[config.mk]
export PLATFORM = sky130hd
export DESIGN_NAME = pll_reconfig_ctrl
export DESIGN_NICKNAME = d
export VERILOG_FILES = /design/src/rtl/pll_reconfig_ctrl.sv
export SDC_FILE = /design/constraint.sdc
export NUM_CORES = 1
export LEC_CHECK = 0
export ABC_AREA = 0
export BUFFER_PORTS_ARGS = -buffer_cell sky130_fd_sc_hd__buf_2
export CORE_MARGIN = 2
export CORE_UTILIZATION = 45
export CTS_BUF_LIST = sky130_fd_sc_hd__clkbuf_16
export DETAILED_ROUTE_END_ITERATION = 10
export GPL_ROUTABILITY_DRIVEN = 0
export PLACE_DENSITY_LB_ADDON = 0.08
export SYNTH_ARGS = -nofsm -noshare
export SYNTH_HDL_FRONTEND = slang
export SYNTH_SLANG_ARGS = --single-unit
[constraint.sdc]
create_clock -name i_refclk -period 2.8 [get_ports i_refclk]
set_clock_uncertainty 0.1 [all_clocks]
set_input_delay 0.28 -clock i_refclk [delete_from_list [all_inputs] [get_ports i_refclk]]
set_output_delay 0.28 -clock i_refclk [all_outputs]
set_load 0.02 [all_outputs]
[src/rtl/pll_reconfig_ctrl.sv]
// ---------------------------------------------------------------------------
// pll_reconfig_ctrl
//
// Runtime controller for a Gowin rPLL with dynamic dividers. It picks one of
// NUM_MODES fdiv/idiv presets, sequences the PLL reset, supervises lock with a
// timeout and a bounded number of retries, and publishes a debounced locked
// flag to the downstream video logic.
//
// Ports:
//   i_refclk         controller clock (free-running PLL reference)
//   i_reset          synchronous, active-high reset
//   i_mode_sel       requested preset index
//   i_mode_req       request strobe, evaluated every cycle
//   o_mode_ack       one-cycle pulse: request accepted
//   o_mode_nack      one-cycle pulse: request rejected (index out of range)
//   o_busy           high while a PLL bring-up sequence is in progress
//   i_pll_lock       raw, asynchronous lock flag from the PLL
//   o_fdiv, o_idiv   divider values driven to the PLL
//   o_pll_reset      reset driven to the PLL
//   o_locked         PLL output is stable and usable
//   o_error          retries exhausted, PLL parked in reset
//   o_cur_mode       preset currently applied
//   o_lock_loss_cnt  saturating count of lock-loss events
//
// Optional feature macro: PLL_LOCK_LOSS_COUNT_EN
//   defined   -> o_lock_loss_cnt counts LOCKED->RST_PLL transitions caused by
//                lock loss, saturating at 16'hFFFF, cleared only by reset
//   undefined -> o_lock_loss_cnt is tied to zero and no counter is built
// ---------------------------------------------------------------------------
module pll_reconfig_ctrl #(
  parameter int                            NUM_MODES    = 4,
  parameter int                            FDIV_W       = 6,
  parameter int                            IDIV_W       = 6,
  parameter logic [NUM_MODES*FDIV_W-1:0]   FDIV_TABLE   = {6'd29, 6'd37, 6'd44, 6'd50},
  parameter logic [NUM_MODES*IDIV_W-1:0]   IDIV_TABLE   = {6'd4, 6'd5, 6'd6, 6'd7},
  parameter int                            DEFAULT_MODE = 0,
  parameter int                            RESET_CYCLES = 16,
  parameter int                            LOCK_TIMEOUT = 65536,
  parameter int                            LOCK_STABLE  = 1024,
  parameter int                            MAX_RETRIES  = 3
) (
  input  logic                         i_refclk,
  input  logic                         i_reset,
  input  logic [$clog2(NUM_MODES)-1:0] i_mode_sel,
  input  logic                         i_mode_req,
  output logic                         o_mode_ack,
  output logic                         o_mode_nack,
  output logic                         o_busy,
  input  logic                         i_pll_lock,
  output logic [FDIV_W-1:0]            o_fdiv,
  output logic [IDIV_W-1:0]            o_idiv,
  output logic                         o_pll_reset,
  output logic                         o_locked,
  output logic                         o_error,
  output logic [$clog2(NUM_MODES)-1:0] o_cur_mode,
  output logic [15:0]                  o_lock_loss_cnt
);

  localparam int MODE_W = $clog2(NUM_MODES);
  localparam int RST_W  = (RESET_CYCLES > 1) ? $clog2(RESET_CYCLES) : 1;
  localparam int TO_W   = (LOCK_TIMEOUT > 1) ? $clog2(LOCK_TIMEOUT) : 1;
  localparam int STB_W  = (LOCK_STABLE  > 1) ? $clog2(LOCK_STABLE)  : 1;
  localparam int RET_W  = $clog2(MAX_RETRIES + 1);

  localparam logic [RST_W-1:0]  RST_LAST  = RST_W'(RESET_CYCLES - 1);
  localparam logic [TO_W-1:0]   TO_LAST   = TO_W'(LOCK_TIMEOUT - 1);
  // The lock sample taken in WAIT_LOCK counts as the first of the LOCK_STABLE
  // consecutive samples, so STABLE itself needs one sample fewer.
  localparam logic [STB_W-1:0]  STB_DONE  = STB_W'((LOCK_STABLE > 1) ? (LOCK_STABLE - 2) : 0);
  localparam logic [RET_W-1:0]  RET_MAX   = RET_W'(MAX_RETRIES);
  localparam logic [MODE_W:0]   MODES_LIM = (MODE_W + 1)'(NUM_MODES);
  localparam logic [MODE_W-1:0] DEF_MODE  = MODE_W'(DEFAULT_MODE);
  localparam logic [FDIV_W-1:0] FDIV_DEF  = FDIV_TABLE[DEFAULT_MODE*FDIV_W +: FDIV_W];
  localparam logic [IDIV_W-1:0] IDIV_DEF  = IDIV_TABLE[DEFAULT_MODE*IDIV_W +: IDIV_W];

  localparam logic [2:0] ST_RST_PLL   = 3'd0;
  localparam logic [2:0] ST_WAIT_LOCK = 3'd1;
  localparam logic [2:0] ST_STABLE    = 3'd2;
  localparam logic [2:0] ST_LOCKED    = 3'd3;
  localparam logic [2:0] ST_FAIL      = 3'd4;

  logic [2:0]        r_state;
  logic [RST_W-1:0]  r_rstCnt;
  logic [TO_W-1:0]   r_toCnt;
  logic [STB_W-1:0]  r_stableCnt;
  logic [RET_W-1:0]  r_retries;
  logic [MODE_W-1:0] r_curMode;
  logic [FDIV_W-1:0] r_fdiv;
  logic [IDIV_W-1:0] r_idiv;
  logic              r_modeAck;
  logic              r_modeNack;
  logic              r_sync1;
  logic              r_sync2;

  logic              w_lockS;
  logic              w_selValid;
  logic [MODE_W-1:0] w_selIdx;
  logic              w_idle;
  logic              w_accept;
  logic              w_reject;
  logic              w_lockLoss;
  logic [RET_W-1:0]  w_retNext;
  logic [FDIV_W-1:0] w_fdivTab [NUM_MODES];
  logic [IDIV_W-1:0] w_idivTab [NUM_MODES];

  // Unpack the preset tables once so the request path is a plain array lookup.
  genvar g;
  for (g = 0; g < NUM_MODES; g++) begin : g_tab
    assign w_fdivTab[g] = FDIV_TABLE[g*FDIV_W +: FDIV_W];
    assign w_idivTab[g] = IDIV_TABLE[g*IDIV_W +: IDIV_W];
  end

  // Two-flop synchroniser for the asynchronous PLL lock flag; nothing else in
  // the controller ever looks at i_pll_lock directly.
  always_ff @(posedge i_refclk) begin
    if (i_reset) begin
      r_sync1 <= 1'b0;
      r_sync2 <= 1'b0;
    end else begin
      r_sync1 <= i_pll_lock;
      r_sync2 <= r_sync1;
    end
  end

  assign w_lockS    = r_sync2;
  assign w_selValid = ({1'b0, i_mode_sel} < MODES_LIM);
  // Out-of-range indices are steered to entry 0 so the table is never read
  // past its end, even on a cycle whose request will be rejected.
  assign w_selIdx   = w_selValid ? i_mode_sel : '0;
  assign w_idle     = (r_state == ST_LOCKED) || (r_state == ST_FAIL);
  assign w_accept   = w_idle && i_mode_req && w_selValid;
  assign w_reject   = w_idle && i_mode_req && !w_selValid;
  assign w_lockLoss = (r_state == ST_LOCKED) && !w_lockS;
  assign w_retNext  = r_retries + 1'b1;

  // Main sequencer. The state case handles the PLL bring-up; an accepted
  // request is evaluated afterwards so it overrides whatever the case chose,
  // which lets a request win over a simultaneous lock loss. Dividers are only
  // reloaded on an accepted request, i.e. on entry to RST_PLL, so they never
  // move while the PLL is running.
  always_ff @(posedge i_refclk) begin
    if (i_reset) begin
      r_state     <= ST_RST_PLL;
      r_rstCnt    <= '0;
      r_toCnt     <= '0;
      r_stableCnt <= '0;
      r_retries   <= '0;
      r_curMode   <= DEF_MODE;
      r_fdiv      <= FDIV_DEF;
      r_idiv      <= IDIV_DEF;
      r_modeAck   <= 1'b0;
      r_modeNack  <= 1'b0;
    end else begin
      r_modeAck  <= 1'b0;
      r_modeNack <= 1'b0;

      case (r_state)
        ST_RST_PLL: begin
          if (r_rstCnt == RST_LAST) begin
            r_state <= ST_WAIT_LOCK;
            r_toCnt <= '0;
          end else begin
            r_rstCnt <= r_rstCnt + 1'b1;
          end
        end

        ST_WAIT_LOCK: begin
          if (w_lockS) begin
            r_state     <= ST_STABLE;
            r_stableCnt <= '0;
          end else if (r_toCnt == TO_LAST) begin
            r_retries <= w_retNext;
            r_rstCnt  <= '0;
            r_state   <= (w_retNext == RET_MAX) ? ST_FAIL : ST_RST_PLL;
          end else begin
            r_toCnt <= r_toCnt + 1'b1;
          end
        end

        // The timeout counter is deliberately left alone here so that a lock
        // glitch resumes the same timeout window instead of restarting it.
        ST_STABLE: begin
          if (!w_lockS) begin
            r_state <= ST_WAIT_LOCK;
          end else if (r_stableCnt >= STB_DONE) begin
            r_state   <= ST_LOCKED;
            r_retries <= '0;
          end else begin
            r_stableCnt <= r_stableCnt + 1'b1;
          end
        end

        ST_LOCKED: begin
          if (w_lockLoss) begin
            r_state   <= ST_RST_PLL;
            r_rstCnt  <= '0;
            r_retries <= '0;
          end
        end

        ST_FAIL: begin
          r_state <= ST_FAIL;
        end

        default: begin
          r_state  <= ST_RST_PLL;
          r_rstCnt <= '0;
        end
      endcase

      if (w_accept) begin
        r_state   <= ST_RST_PLL;
        r_rstCnt  <= '0;
        r_retries <= '0;
        r_curMode <= i_mode_sel;
        r_fdiv    <= w_fdivTab[w_selIdx];
        r_idiv    <= w_idivTab[w_selIdx];
        r_modeAck <= 1'b1;
      end else if (w_reject) begin
        r_modeNack <= 1'b1;
      end
    end
  end

`ifdef PLL_LOCK_LOSS_COUNT_EN
  logic [15:0] r_lossCnt;

  // Counts every lock loss seen in LOCKED, including one that coincides with
  // an accepted request; saturates rather than wrapping.
  always_ff @(posedge i_refclk) begin
    if (i_reset) begin
      r_lossCnt <= '0;
    end else if (w_lockLoss && (r_lossCnt != 16'hFFFF)) begin
      r_lossCnt <= r_lossCnt + 16'd1;
    end
  end

  assign o_lock_loss_cnt = r_lossCnt;
`else
  assign o_lock_loss_cnt = 16'd0;
`endif

  assign o_mode_ack  = r_modeAck;
  assign o_mode_nack = r_modeNack;
  assign o_busy      = (r_state == ST_RST_PLL) || (r_state == ST_WAIT_LOCK) || (r_state == ST_STABLE);
  assign o_pll_reset = (r_state == ST_RST_PLL) || (r_state == ST_FAIL);
  assign o_locked    = (r_state == ST_LOCKED);
  assign o_error     = (r_state == ST_FAIL);
  assign o_cur_mode  = r_curMode;
  assign o_fdiv      = r_fdiv;
  assign o_idiv      = r_idiv;

endmodule

==> reports/summary.md, run 1 <==
The tools report the initial antenna violation count as 0. On the critical path the largest part of the delay comes from simple AND/OR/NAND/NOR gates. The cell count after synthesis came out at 312. In the routed design, unresolved DRC markers number 0. In this run the clock root is driven by a sky130_fd_sc_hd__clkbuf_16. Share of layout cells above drive strength 1: 0.152. The worst setup path is captured at a flop. For the utilization after layout, the log shows 0.512. Of all cell types, the one taking the most synthesized area is sky130_fd_sc_hd__dfxtp_1. The total count of hold-check failures in the final report was 0; the slew at the pin closest to its max-slew limit was 0.691 ns. The area of the mapped netlist is 2620 µm². The run finished with clean final reports. The power share of the combinational group was 0.044. The logs give 2.89 ns for the worst path required time and 0 for the count of synthesis-stage warnings from yosys.

In this run the deepest clock path goes through 2 buffers. Ranked by total cell area, the synthesized netlist is headed by sky130_fd_sc_hd__dfxtp_1, sky130_fd_sc_hd__buf_4, sky130_fd_sc_hd__a21oi_1, sky130_fd_sc_hd__nand2_1, sky130_fd_sc_hd__ha_1. The total power per unit cell area works out to 486 nW/µm². Category of the critical setup timing path: flop to flop. The min-delay analysis places its worst path in the category primary input to flop. The top cell types in the final layout, fill and taps aside, are sky130_fd_sc_hd__dfxtp_1, sky130_fd_sc_hd__nand2_1, sky130_fd_sc_hd__a21oi_1.

Setup repair after global routing left no endpoint under its margin. The aggregate global-route resource usage was 0.174; the peak per-stage delay on the critical path was 0.39 ns. The initialized floorplan defines 27 standard-cell rows. The tools report the overall overflow remaining after global route as 0.

In the final routed layout, each cell accounts on average for 13.5 µm. The die is 80.3 µm tall. Net switching share of the total power: 0.214. Summed over all cells, the static leakage comes to 1.03 nW.

The tools report the relative max-transition margin as 0.539. The number of antenna diodes in the final layout is 0. The post-CTS repair timing setup buffer count is 0, and the number of endpoints failing setup at the final stage is 0. The portion of total power attributed to sequential cells is 0.479, and the number of search-and-repair iterations in the first detailed-routing pass is 4. Once placement finished, the instance area stood at 2690 µm². The total number of vias was 2200.

In this run the number of H-tree levels came out at 2. The tools report the via count of the first global-routing pass as 2012. Once layout is done, the placed cells without fillers occupy 2860 µm².

Timing would allow up to 0.429 GHz. Once detail routing completed, the nets flagged for antenna violations numbered 0. Wire length of the first global-routing pass: 9.11 mm.

The total internal power was 1.09 mW; the number of storage elements in the synthesis netlist was 46. For this block, the initial DRC count from the detailed router was 116. Post-CTS repair changed the size of 0 cells. After detailed routing, the number of vias per cell comes to 5.49. The die boundary width came out at 80.3 µm.

The final count of pins violating max slew is 0, and the highest fanout seen on the critical path is 16. STA classifies the critical path startpoint as a flop. The part of the cycle the worst path needs came out at 0.832. The number of buffer cells added on primary ports is 20.

The largest individual stage delay along the critical path comes from the cell sky130_fd_sc_hd__dfxtp_1. TritonCTS built the clock tree. Walking the worst path, the cells encountered are ha_1 -> nand3_1 -> nor3_4 -> a21o_2 -> nand2_2 -> a311oi_1. The worst path arrival time came out at 2.42 ns.

Clock-pin slew was measured on the worst setup and hold paths at 0.06 ns. The tools report the initial cell density of the core as 0.470. Entering global routing, the biggest net connects 38 pins.

Summed over all layers, the routed wires come to 5.40 mm. The area share of the largest cell type after synthesis is 0.351. The clock sink total came out at 46.

The buffering stage count on the worst path with inverters included was 0; the number of buffers created by CTS was 5. At the later pin of the worst-skew pair, clock insertion delay measures 0.28 ns. After detailed placement, the design holds a cell count of 393. The shortest period the worst path allows was 2.33 ns; the die outline area was 6450 µm².

In the final timing run, aggregate negative setup slack is 0 ns. The logs give 0.477 for the share of power burned in the clock network and 401 for the count of placed standard cells in the final layout, fillers left out. Counting distinct cell types in the post-synthesis netlist gives 62. The switching power was 297 µW; the max-capacitance violation count was 0. The region available for standard cell placement spans 5570 µm². The most used flip-flop cell after synthesis is sky130_fd_sc_hd__dfxtp_1. A synthesized cell averages 8.40 µm². Relative to the synthesized area, the layout overhead comes to 8.97%. After legalization and detailed placement, the total HPWL measured 3.78 mm. The most common cell after layout, fill and taps aside was sky130_fd_sc_hd__dfxtp_1. The maximum vdd drop was 0.358 mV; the number of nets in the final layout was 343. The count of pins on the block boundary came out at 42. The fraction of the yosys area taken by sequential cells was 0.351.

The fraction of synthesis flops using an asynchronous set or reset pin is 0. Yosys mapped a number of flops with a built-in enable equal to 0. In this run, post-CTS hold repair placed 0 buffers.
-- layout make-up --
type	count	area [µm²]
Timing Repair Buffer	23	123
Clock buffer	5	125
Inverter	12	45.0
Fill cell	563	2720
Multi-Input combinational cell	240	1510
Tap cell	72	90.1
Sequential cell	46	921
Clock inverter	3	41.3
-- layer usage --
metal	up-vias	wire, µm	GRT usage
li1	1129	-	-
met1	1037	2670	0.230
met2	32	2570	0.291
met3	2	125	0.0270
met4	0	29	0.0508
met5	-	0	0
-- sequential cells by signal (all words and copies together), names as in the netlist --
signal,count
r_toCnt,16
o_fdiv,5
o_idiv,2
r_sync2,1
o_mode_ack,1
o_cur_mode,1
r_sync1,1
r_stableCnt,10
r_retries,2
r_rstCnt,4
r_state,3
-- synthesized netlist by cell type, types with 2 or more instances --
library cell	instances
sky130_fd_sc_hd__dfxtp_1	46
sky130_fd_sc_hd__nand2_1	33
sky130_fd_sc_hd__a21oi_1	26
sky130_fd_sc_hd__buf_4	24
sky130_fd_sc_hd__nor2_1	17
sky130_fd_sc_hd__nand3_1	15
sky130_fd_sc_hd__inv_1	11
sky130_fd_sc_hd__nand2b_1	11
sky130_fd_sc_hd__a311oi_1	9
sky130_fd_sc_hd__ha_1	9
sky130_fd_sc_hd__nand4_1	8
sky130_fd_sc_hd__o21ai_0	8
sky130_fd_sc_hd__clkbuf_1	6
sky130_fd_sc_hd__nor3_1	6
sky130_fd_sc_hd__a31oi_1	5
sky130_fd_sc_hd__or3_1	5
sky130_fd_sc_hd__nand3b_1	4
sky130_fd_sc_hd__or4_1	4
sky130_fd_sc_hd__a211o_1	3
sky130_fd_sc_hd__and3_1	3
sky130_fd_sc_hd__mux2i_1	3
sky130_fd_sc_hd__nor2b_1	3
sky130_fd_sc_hd__o21ai_1	3
sky130_fd_sc_hd__o32ai_1	3
sky130_fd_sc_hd__a211oi_1	2
sky130_fd_sc_hd__a41oi_1	2
sky130_fd_sc_hd__buf_1	2
sky130_fd_sc_hd__conb_1	2
sky130_fd_sc_hd__nor2_2	2
sky130_fd_sc_hd__nor4_1	2
sky130_fd_sc_hd__o21ai_2	2
sky130_fd_sc_hd__o311ai_1	2
sky130_fd_sc_hd__o31ai_1	2
-- path summary, 6_finish.rpt --
kind,from,endpoint,slack (ns),depth (start not counted)
worst max register to register,r_toCnt[0]$_SDFFE_PP0P_,r_toCnt[8]$_SDFFE_PP0P_,0.47,6
worst max-delay path,r_toCnt[0]$_SDFFE_PP0P_,r_toCnt[8]$_SDFFE_PP0P_,0.47,6
worst min-delay path,i_pll_lock,r_sync1$_SDFF_PP0_,0.13,2
worst min register to register,r_retries[0]$_SDFFE_PP0P_,r_retries[0]$_SDFFE_PP0P_,0.36,2
-- metrics by stage --
step                      total power, mW  hold WS [ns]  setup slack [ns]
after CTS                            1.41         0.137             0.482
after floorplan                     0.751         0.308             0.843
final                                1.39         0.132             0.469
after global routing                 1.44         0.159             0.272
after detailed placement            0.741         0.354             0.486
after global placement              0.740         0.330             0.592
-- power by group through the flow --
| stage | Sequential [mW] | Clock (mW) | Combinational, mW |
|---|---|---|---|
| CTS | 0.665 | 0.684 | 0.0612 |
| detailed placement | 0.680 | 0 | 0.0610 |
| global placement | 0.680 | 0 | 0.0605 |
| global route | 0.666 | 0.709 | 0.0680 |
| floorplan | 0.678 | 0 | 0.0732 |
| finish | 0.665 | 0.662 | 0.0613 |
-- kinds of logic after synthesis --
kind of cell | after synthesis | synth area share
compound gates | 80 | 0.221
xor+xnor | 2 | 0.00668
fa+ha+maj | 9 | 0.0430
buf+inv | 45 | 0.0993
flops | 46 | 0.351
mux | 3 | 0.0115
other cells | 2 | 0.00287
simple gates | 125 | 0.264
(Power assumes the default switching activity.)
==> run 2: changes to the inputs <==
Settings changed: ABC_AREA 0 to 1.
Clock period 2.8 ns to 2.2 ns, I/O delays scaled along.
==> run 2 against run 1 <==
Count of clock-buffer cells in the layout is the same; non-clock buffer count increased by 1; cell count grew 33%; register-to-register slack lost 0.17 ns; largest power group is now combinational cells.
==> reports/summary.md, run 2 <==
Setup repair after global routing left no endpoint under its margin. The run gives 0.30 ns (was 0.47 ns) as the setup slack of the worst register-to-register path. The run gives 0.471 (was 0.470) as the initial cell density of the core. The final count of pins violating max slew was 0 (unchanged). The number of search-and-repair iterations in the first detailed-routing pass is 4 (unchanged), and the die boundary width is 83.2 µm (was 80.3 µm). The highest-delay cell along the critical path is sky130_fd_sc_hd__dfxtp_1 (unchanged). The number of endpoints failing setup at the final stage was 0 (unchanged). The number of buffers created by CTS is 5 (unchanged), and the total of fill cells in the finished design is 610 (was 563). The tools report the static leakage as 1.30 nW (was 1.03 nW).

The class of the worst hold path was primary input to flop (unchanged). The total internal power was 1.83 mW (was 1.09 mW); the total power draw was 3.05 mW (was 1.39 mW). The pin count of the biggest net entering global routing was 15 (was 38). The share of layout cells above drive strength 1 works out to 0.122 (was 0.152).

The portion of total power attributed to sequential cells came out at 0.327 (was 0.479). The number of placement rows was 28 (was 27); the utilization after layout was 0.510 (was 0.512). The fraction of synthesis flops using an asynchronous set or reset pin came out at 0 (unchanged). The die boundary height is 83.2 µm (was 80.3 µm).

The initial antenna violation count is 0 (unchanged), and the worst setup slack after layout is 0.300 ns (was 0.469 ns). The logs give 0.502 mV (was 0.358 mV) for the maximum vdd drop and 99 (was 116) for the number of DRC markers in iteration 0. Most common cell after layout, fill and taps aside: sky130_fd_sc_hd__nand2_1 (was sky130_fd_sc_hd__dfxtp_1). The logs give 0 ns (unchanged) for the final setup TNS and 0 (unchanged) for the remaining design rule violation count. The part of the cycle the worst path needs came out at 0.864 (was 0.832).

The switching power is 1.22 mW (was 297 µW). The clock sink total was 46 (unchanged). The tools report the area of the mapped netlist as 2820 µm² (was 2620 µm²).

The tools report the via count of the first global-routing pass as 2409 (was 2012). Top library cells by usage in the layout, fill and taps aside: sky130_fd_sc_hd__nand2_1, sky130_fd_sc_hd__nor2_1, sky130_fd_sc_hd__inv_1 (was sky130_fd_sc_hd__dfxtp_1, sky130_fd_sc_hd__nand2_1, sky130_fd_sc_hd__a21oi_1). For the number of cells upsized or downsized after cts, the log shows 0 (unchanged). Average cell area after synthesis: 6.46 µm² (was 8.40 µm²). The cell type contributing the most total cell area after synthesis is sky130_fd_sc_hd__dfxtp_1 (unchanged). The tools report the CTS root buffer as sky130_fd_sc_hd__clkbuf_16 (unchanged). The count of synthesis-stage warnings from yosys was 0 (unchanged); the worst path arrival time was 1.99 ns (was 2.42 ns). Synth area leaders: sky130_fd_sc_hd__dfxtp_1, sky130_fd_sc_hd__nand2_1, sky130_fd_sc_hd__nor2_1, sky130_fd_sc_hd__nand3_1, sky130_fd_sc_hd__buf_4 (was sky130_fd_sc_hd__dfxtp_1, sky130_fd_sc_hd__buf_4, sky130_fd_sc_hd__a21oi_1, sky130_fd_sc_hd__nand2_1, sky130_fd_sc_hd__ha_1). The flow ran to the end, and the final reports show no timing, DRC or antenna violations. The peak per-stage delay on the critical path works out to 0.36 ns (was 0.39 ns). The run gives 0 (unchanged) as the overall overflow remaining after global route. The net switching share of the total power is 0.401 (was 0.214). The run gives 5.96 mm (was 5.40 mm) as the detailed-route wire length. Most used standard cells in the synthesized netlist: sky130_fd_sc_hd__nand2_1, sky130_fd_sc_hd__nor2_1, sky130_fd_sc_hd__inv_1, sky130_fd_sc_hd__dfxtp_1, sky130_fd_sc_hd__nand3_1 (was sky130_fd_sc_hd__dfxtp_1, sky130_fd_sc_hd__nand2_1, sky130_fd_sc_hd__a21oi_1, sky130_fd_sc_hd__buf_4, sky130_fd_sc_hd__nor2_1). Sequence of cells on the critical path: ha_1 -> nand2_1 -> nor2_2 -> nand2_2 -> o21ai_4 -> nand2_4 -> nand2_2 -> inv_1 -> nor2_1 -> nor2_1 (was ha_1 -> nand3_1 -> nor3_4 -> a21o_2 -> nand2_2 -> a311oi_1). The register name with the most flops was r_toCnt (unchanged). The type of element capturing the critical path is a flop (unchanged). The synthesis-to-finish area growth is 8.24% (was 8.97%), and the number of instances in the synthesized netlist is 437 (was 312).

The category of the critical setup timing path is flop to flop (unchanged). The post-cts hold buffer count was 0 (unchanged). The peak clock frequency supported by timing is 0.526 GHz (was 0.429 GHz), and the max-capacitance violation count is 0 (unchanged). The number of nets with antenna violations after detailed routing was 0 (unchanged). The vias per cell is 4.73 (was 5.49), and the buffer depth of the longest clock path is 2 (unchanged). The total power per unit cell area works out to 998 nW/µm² (was 486 nW/µm²).

The area of the core was 5990 µm² (was 5570 µm²); the number of nets in the final layout was 472 (was 343). The share of power burned in the clock network is 0.276 (was 0.477). The clock input transition at the sequential cells of the worst setup and hold paths is 0.06 ns (about the same). TritonCTS built the clock tree. The die outline area is 6920 µm² (was 6450 µm²), and the area share of the largest cell type after synthesis is 0.326 (was 0.351). For the detailed placement HPWL, the log shows 4.51 mm (was 3.78 mm). The post-CTS repair timing setup buffer count was 0 (unchanged); the number of storage elements in the synthesis netlist was 46 (unchanged). The startpoint type of the worst setup path is a flop (unchanged). The number of buffer cells added on primary ports was 20 (unchanged); the highest fanout seen on the critical path was 12 (was 16). The detailed-route wire length per cell is 11.2 µm (was 13.5 µm). Number of library cell types mapped by synthesis: 33 (was 62). Most frequent cell after synthesis: sky130_fd_sc_hd__nand2_1 (was sky130_fd_sc_hd__dfxtp_1). The logs give 2523 (was 2200) for the total number of vias and 0.0414 ns (was 0.132 ns) for the final hold slack. The fraction of the yosys area taken by sequential cells is 0.326 (was 0.351), and the count of pins on the block boundary is 42 (unchanged).

The multi-input logic area came out at 1530 µm² (was 1510 µm²). The most used flip-flop cell after synthesis was sky130_fd_sc_hd__dfxtp_1 (unchanged). For the count of antenna diodes in the layout, the log shows 0 (unchanged). The number of flops mapped to enable cells by yosys came out at 0 (unchanged). The flip-flop count of the largest register after layout was 16 (unchanged); the worst path required time was 2.29 ns (was 2.89 ns).

The wire length of the first global-routing pass was 10.4 mm (was 9.11 mm); the shortest period the worst path allows was 1.90 ns (was 2.33 ns). The area occupied by registers is 921 µm² (unchanged), and the clock insertion delay at the later pin of the skew report is 0.29 ns (was 0.28 ns). The post-place setup slack is 0.305 ns (was 0.486 ns), and the aggregate global-route resource usage is 0.180 (was 0.174). For the maximum level of the CTS H-tree, the log shows 2 (unchanged). The power share of the combinational group is 0.397 (was 0.044), and the total count of hold-check failures in the final report is 0 (unchanged).
==> run 2: final timing paths <==
check,start,to,cells after the start
worst max-delay path,r_toCnt[0]$_SDFFE_PP0P_,r_toCnt[14]$_SDFFE_PP0P_,10
worst min-delay path,i_pll_lock,r_sync1$_SDFF_PP0_,3
worst max register to register,r_toCnt[0]$_SDFFE_PP0P_,r_toCnt[14]$_SDFFE_PP0P_,10
worst min register to register,r_sync1$_SDFF_PP0_,r_sync2$_SDFF_PP0_,2
==> run 2: logic make-up (layout without fill, tap and decap cells) <==
| logic type | after synthesis | count (layout) | share of synthesized area |
|---|---|---|---|
| compound gates | 49 | 49 | 0.0988 |
| xor+xnor | 3 | 3 | 0.00931 |
| fa+ha+maj | 9 | 9 | 0.0399 |
| buf+inv | 88 | 90 | 0.159 |
| flops | 46 | 46 | 0.326 |
| other cells | 2 | 21 | 0.00266 |
| simple gates | 240 | 240 | 0.365 |
==> run 2: cell type report <==
class,count,area share
tap,75,0.0307
inverter,58,0.0716
clock inverter,3,0.0135
clock buffer,5,0.0409
timing repair buffer,24,0.0426
sequential,46,0.301
multi-input combinational,322,0.499
==> run 2: metal layers <==
layer,share of wire,vias up,global-route usage
met3,0.029,7,0.0388
met5,0,-,0
met2,0.46,36,0.311
met4,0.012,0,0.0596
li1,-,1357,-
met1,0.50,1123,0.221
==> run 2: through the flow <==
| step | cells | cell area (µm²) |
|---|---|---|
| final | 533 | 3060 |
| after global routing | 533 | 3060 |
| after CTS | 533 | 3060 |
| after detailed placement | 525 | 2890 |
| after global placement | 525 | 2890 |
| after floorplan | 456 | 2900 |
==> run 2: critical path, delay by kind of cell (launching register included) <==
kind                       cells  cell delay (ns)
adders and majority gates      1             0.20
AOI/OAI and AO/OA              1             0.21
and+or+nand+nor                7             0.82
buffers and inverters          1             0.10
DFF                            1             0.36
==> run 2: power groups by stage <==
stage	registers [mW]	clock network, mW	logic [mW]
floorplan	1.00	0	1.06
CTS	0.996	0.867	1.21
detailed placement	1.01	0	1.21
global route	1.01	0.918	1.37
global placement	1.01	0	1.21
finish	0.997	0.843	1.21
